==> src/rtl/cond_pkg.sv <==
// Shared constants for the condition-code unit: condition encodings,
// NZCV bit positions within the flag register, and output buffer depth.
package cond_pkg;

  localparam logic [3:0] COND_EQ = 4'h0;
  localparam logic [3:0] COND_NE = 4'h1;
  localparam logic [3:0] COND_CS = 4'h2;
  localparam logic [3:0] COND_CC = 4'h3;
  localparam logic [3:0] COND_MI = 4'h4;
  localparam logic [3:0] COND_PL = 4'h5;
  localparam logic [3:0] COND_VS = 4'h6;
  localparam logic [3:0] COND_VC = 4'h7;
  localparam logic [3:0] COND_HI = 4'h8;
  localparam logic [3:0] COND_LS = 4'h9;
  localparam logic [3:0] COND_GE = 4'hA;
  localparam logic [3:0] COND_LT = 4'hB;
  localparam logic [3:0] COND_GT = 4'hC;
  localparam logic [3:0] COND_LE = 4'hD;
  localparam logic [3:0] COND_AL = 4'hE;
  localparam logic [3:0] COND_NV = 4'hF;

  localparam int FLAG_N = 3;
  localparam int FLAG_Z = 2;
  localparam int FLAG_C = 1;
  localparam int FLAG_V = 0;

  localparam int BUF_DEPTH = 2;

endpackage

==> src/rtl/cond_eval.sv <==
// Combinational condition evaluator: decides whether a 4-bit condition
// code passes against an {N,Z,C,V} flag value.
module cond_eval
  import cond_pkg::*;
(
  input  logic [3:0] cond,
  input  logic [3:0] flags,
  output logic       pass
);

  logic n, z, c, v;

  assign n = flags[FLAG_N];
  assign z = flags[FLAG_Z];
  assign c = flags[FLAG_C];
  assign v = flags[FLAG_V];

  // Condition decode against the supplied flags.
  always_comb begin
    pass = 1'b0;
    case (cond)
      COND_EQ: pass = z;
      COND_NE: pass = !z;
      COND_CS: pass = c;
      COND_CC: pass = !c;
      COND_MI: pass = n;
      COND_PL: pass = !n;
      COND_VS: pass = v;
      COND_VC: pass = !v;
      COND_HI: pass = c & !z;
      COND_LS: pass = !c | z;
      COND_GE: pass = (n == v);
      COND_LT: pass = (n != v);
      COND_GT: pass = !z & (n == v);
      COND_LE: pass = z | (n != v);
      COND_AL: pass = 1'b1;
      default: pass = 1'b0;
    endcase
  end

endmodule

==> src/rtl/cond_unit.sv <==
// Condition-code / status-flag unit behind the ALU. Holds the NZCV flag
// register, evaluates each accepted op's condition against the pre-accept
// flags, and queues {q, rd, pass} into a 2-entry writeback FIFO.
// Optional build macro COND_UNIT_STATS_EN adds saturating pass/fail counters.
module cond_unit
  import cond_pkg::*;
#(
  parameter int W = 32
) (
  input  logic         clk,
  input  logic         rst_n,
  input  logic         in_valid,
  output logic         in_ready,
  input  logic [W-1:0] in_q,
  input  logic         in_co,
  input  logic         in_ovf,
  input  logic         in_n,
  input  logic         in_z,
  input  logic [3:0]   in_cond,
  input  logic         in_setf,
  input  logic [4:0]   in_rd,
  input  logic         flag_load,
  input  logic [3:0]   flag_data,
  input  logic         flush,
  output logic         out_valid,
  input  logic         out_ready,
  output logic [W-1:0] out_q,
  output logic [4:0]   out_rd,
  output logic         out_we,
  output logic [3:0]   flags
`ifdef COND_UNIT_STATS_EN
  ,
  output logic [31:0]  stat_pass,
  output logic [31:0]  stat_fail
`endif
);

  logic         pass;
  logic         accept;
  logic         deq;
  logic [1:0]   count;
  logic         rd_ptr;
  logic         wr_ptr;
  logic [W-1:0] q_mem  [BUF_DEPTH];
  logic [4:0]   rd_mem [BUF_DEPTH];
  logic         we_mem [BUF_DEPTH];

  cond_eval u_eval (
    .cond  (in_cond),
    .flags (flags),
    .pass  (pass)
  );

  // in_ready depends only on registered count, never on out_ready.
  assign in_ready  = (count != 2'd2);
  assign accept    = in_valid & in_ready;
  assign out_valid = (count != 2'd0);
  assign deq       = out_valid & out_ready;

  // Head entry presented to the consumer; zeros while empty.
  assign out_q  = out_valid ? q_mem[rd_ptr]  : '0;
  assign out_rd = out_valid ? rd_mem[rd_ptr] : '0;
  assign out_we = out_valid ? we_mem[rd_ptr] : 1'b0;

  // Flag register: exception-return load wins over a set-flags accept.
  always_ff @(posedge clk or negedge rst_n) begin
    if (!rst_n) begin
      flags <= 4'b0000;
    end else if (flag_load) begin
      flags <= flag_data;
    end else if (accept && pass && in_setf) begin
      flags <= {in_n, in_z, in_co, in_ovf};
    end
  end

  // Writeback FIFO; flush clears it and drops any same-edge enqueue.
  always_ff @(posedge clk or negedge rst_n) begin
    if (!rst_n) begin
      count  <= 2'd0;
      rd_ptr <= 1'b0;
      wr_ptr <= 1'b0;
      for (int i = 0; i < BUF_DEPTH; i++) begin
        q_mem[i]  <= '0;
        rd_mem[i] <= '0;
        we_mem[i] <= 1'b0;
      end
    end else if (flush) begin
      count  <= 2'd0;
      rd_ptr <= 1'b0;
      wr_ptr <= 1'b0;
    end else begin
      if (accept) begin
        q_mem[wr_ptr]  <= in_q;
        rd_mem[wr_ptr] <= in_rd;
        we_mem[wr_ptr] <= pass;
        wr_ptr         <= !wr_ptr;
      end
      if (deq) begin
        rd_ptr <= !rd_ptr;
      end
      case ({accept, deq})
        2'b10:   count <= count + 2'd1;
        2'b01:   count <= count - 2'd1;
        default: count <= count;
      endcase
    end
  end

`ifdef COND_UNIT_STATS_EN
  // Saturating pass/fail counters; flushed ops still count.
  always_ff @(posedge clk or negedge rst_n) begin
    if (!rst_n) begin
      stat_pass <= '0;
      stat_fail <= '0;
    end else if (accept) begin
      if (pass && (stat_pass != 32'hFFFF_FFFF)) stat_pass <= stat_pass + 32'd1;
      if (!pass && (stat_fail != 32'hFFFF_FFFF)) stat_fail <= stat_fail + 32'd1;
    end
  end
`endif

endmodule
==> config.mk <==
export PLATFORM = sky130hd
export DESIGN_NAME = cond_unit
export DESIGN_NICKNAME = d
export VERILOG_FILES = /design/src/rtl/cond_pkg.sv /design/src/rtl/cond_eval.sv /design/src/rtl/cond_unit.sv
export SDC_FILE = /design/constraint.sdc
export NUM_CORES = 1
export LEC_CHECK = 0
export CORE_UTILIZATION = 45
export DETAILED_ROUTE_END_ITERATION = 12
export PLACE_DENSITY = 0.74
export SYNTH_ARGS = -nofsm -noshare
export SYNTH_HDL_FRONTEND = slang
export SYNTH_SLANG_ARGS = --single-unit
==> constraint.sdc <==
create_clock -name clk -period 2.7 [get_ports clk]
set_clock_uncertainty 0.2 [all_clocks]
set_input_delay 0.27 -clock clk [delete_from_list [all_inputs] [get_ports clk]]
set_output_delay 0.27 -clock clk [all_outputs]
set_load 0.005 [all_outputs]
==> results.yml <==
timing:
  timing.final.ws_setup_ns: 0.300
  slew_viol_final: 0
  slew_headroom_pct: 50.7
  tns_ns: 0
  finalHoldViolCount: 0
  grt_setup_unrepaired: "no"
  period_share_pct: 88.9
  tightest_slew_ns: 0.739
  setup_viol: 0
  fmax_mhz: 417
  final.min_clock_period_ns: 2.40
clock_tree:
  clkSinkCount: 84
  cts_buffers: 9
  clk_latency_ns: 0.35
  htree_num_levels: 3
  cts-root-buf: "clkbuf_8"
  cts_buffer_depth: 2
  ctsResizeCount: 0
  path_clk_slew_ns: 0.08
  cts_tree: "done"
synth:
  netlist_area_sq_um: 4020
  synth_seq_area_share_pct: 52.4
  synthDistinctLibCells: 33
  synth_nets: 382
  synth-edff-count: 0
  ys.flop_type: "dfrtp_1"
  syn_inst: 326
  yosysWarnings: 0
  synth-seq-cells: 84
  synthArstFlopShare_pct: 100
  syn_avg_cell_area_sq_um: 12.3
finish:
  antenna_cells: 0
  layout.nets: 482
  final_common_cell: "clkdlybuf4s50_1"
  area_delta_synth_final_pct: 33.4
  final_cell_mix: "98 x clkdlybuf4s50_1, 83 x dfrtp_1, 74 x mux2_2, 46 x nor2_1, 40 x mux2i_1"
  fin_area_sq_um: 5360
  drive_gt1_share_pct: 23.4
placed_design:
  portBuffers: 99
  post-dp-hpwl_um: 5500
  post-place-ws_ns: 0.323
  gp_congestion: 0.767
  placed_area_sq_um: 5130
floorplanning:
  start_util_pct: 46.3
  die_w_um: 96.5
  die_area_sq_um: 9300
  ios: 100
  core_area_sq_um: 8680
  fp-row-count: 34
  fp.dieH_um: 96.5
detailed_routing:
  wl_um: 8270
  via_count: 2825
  postRouteAntennaNets: 0
  wl_per_cell_um: 15.3
  first_pass_iters: 4
  vias_per_cell: 5.24
  drtIter0Drc: 83
  remaining_drc_errors: 0
global_route:
  grt_overflow: 0
  grt_pass1_wl_um: 13100
  antenna_found_initial: 0
  grt_start_max_net_pins: 58
  use_met3_pct: 5.24
  grt_util_met1_pct: 23.7
  track_usage_pct: 18.6
  grt_pass1_vias: 2795
  busiest_layer: "met2"
  met2_usage_pct: 29.9
worst_setup_path:
  path_cells: "nor2_4 > buf_4 > nor2_1 > clkdlybuf4s50_1"
  endpoint_kind: "output pin"
  crit_required_ns: 2.23
  cp_slowest_cell: "clkdlybuf4s50_1"
  max_stage_delay_ns: 0.48
  worstSetupPathType: "register to output pin"
  arrival_ns: 1.93
  start_kind: "register"
  path_max_fanout: 39
run_status:
  status: "finished clean"
hold_path:
  hp-class: "register to register"
flow_run:
  maxCapViolCount: 0
power:
  p_per_area_nw_per_um2: 687
  ir_drop_mv: 0.397
  p_leak_nw: 2.16
kinds of logic (layout without fill, tap and decap cells):
| kind of cell | count (synthesis) | after routing | synth area share (%) |
|---|---|---|---|
| DFF | 84 | 84 | 52.4 |
| buffers and inverters | 21 | 126 | 2.56 |
| and+or+nand+nor | 81 | 81 | 9.44 |
| muxes | 114 | 114 | 30.7 |
| AOI/OAI and AO/OA | 20 | 20 | 3.62 |
| xor gates and xnor gates | 6 | 6 | 1.31 |
stage by stage:
step / utilization, % / std cells / power [mW] / hold slack, ns
6_report: 61.7 / 539 / 3.68 / 0.297
5_1_grt: 61.7 / 539 / 3.91 / 0.305
4_1_cts: 61.7 / 539 / 3.73 / 0.282
3_5_place_dp: 59.1 / 522 / 2.74 / 0.181
3_3_place_gp: 59.1 / 522 / 2.70 / 0.180
2_1_floorplan: - / 326 / 2.32 / -0.226
final cells by class:
cell class                 count  area, sq um
fill                         728         3320
sequential                    84         2100
multi-input combinational    221         1820
timing repair buffer         108         1070
tap                          108          135
clock buffer                  11          131
clock inverter                 5         85.1
inverter                       2         7.51
power by group:
part	total (mW)	internal, mW	leakage [nW]	switching (mW)
clock	0.978	0.527	0.104	0.451
combinational	0.941	0.597	1.06	0.344
sequential	1.76	1.59	1.00	0.171
total	3.68	2.72	2.16	0.967
timing repair:
| action | CTS | global route |
|---|---|---|
| hold buffers | 1 | 0 |
| hold endpoints to repair | 56 | 0 |
| buffers inserted | 0 | 0 |
synth_stat cells (4+ instances only):
master	instances	share of area, %
dfrtp_1	84	52
mux2_2	74	21
nor2_1	47	4.4
mux2i_1	40	10
buf_2	10	1.2
nand2_1	10	0.93
nand2b_1	6	0.93
nor2b_1	6	0.93
xor2_1	6	1.3
clkbuf_1	5	0.47
a21oi_1	4	0.50
nand3b_1	4	0.75
o211ai_1	4	0.75
o311ai_0	4	0.87
worst max-delay path, delay by kind of cell, from the launching register on:
family	cells	cell delay, ns
flops	1	0.46
buf+inv	2	0.88
simple gates	2	0.23
worst paths after layout:
check	end	depth (start not counted)	slack, ns	startpoint
max reg2reg	q_mem[55]	5	0.64	count[0]
max	out_q[5]	4	0.30	count[1]
min	we_mem[0]	2	0.30	we_mem[0]
min in group asynchronous	q_mem[22]	2	0.31	rst_n
min reg2reg	we_mem[0]	2	0.30	we_mem[0]
max in group asynchronous	we_mem[0]	3	1.33	rst_n
registers in the layout, indices dropped and copies added (netlist names):
signal  count
flags       4
q_mem      64
rd_mem     10
count       2
we_mem      2
wr_ptr      1
rd_ptr      1
per-layer routing:
metal	vias up	part of all wire [%]
met5	-	0
met4	0	1.4
met3	11	7.2
met2	83	47
met1	1389	45
li1	1342	-
Power figures use the tool's default switching activity.
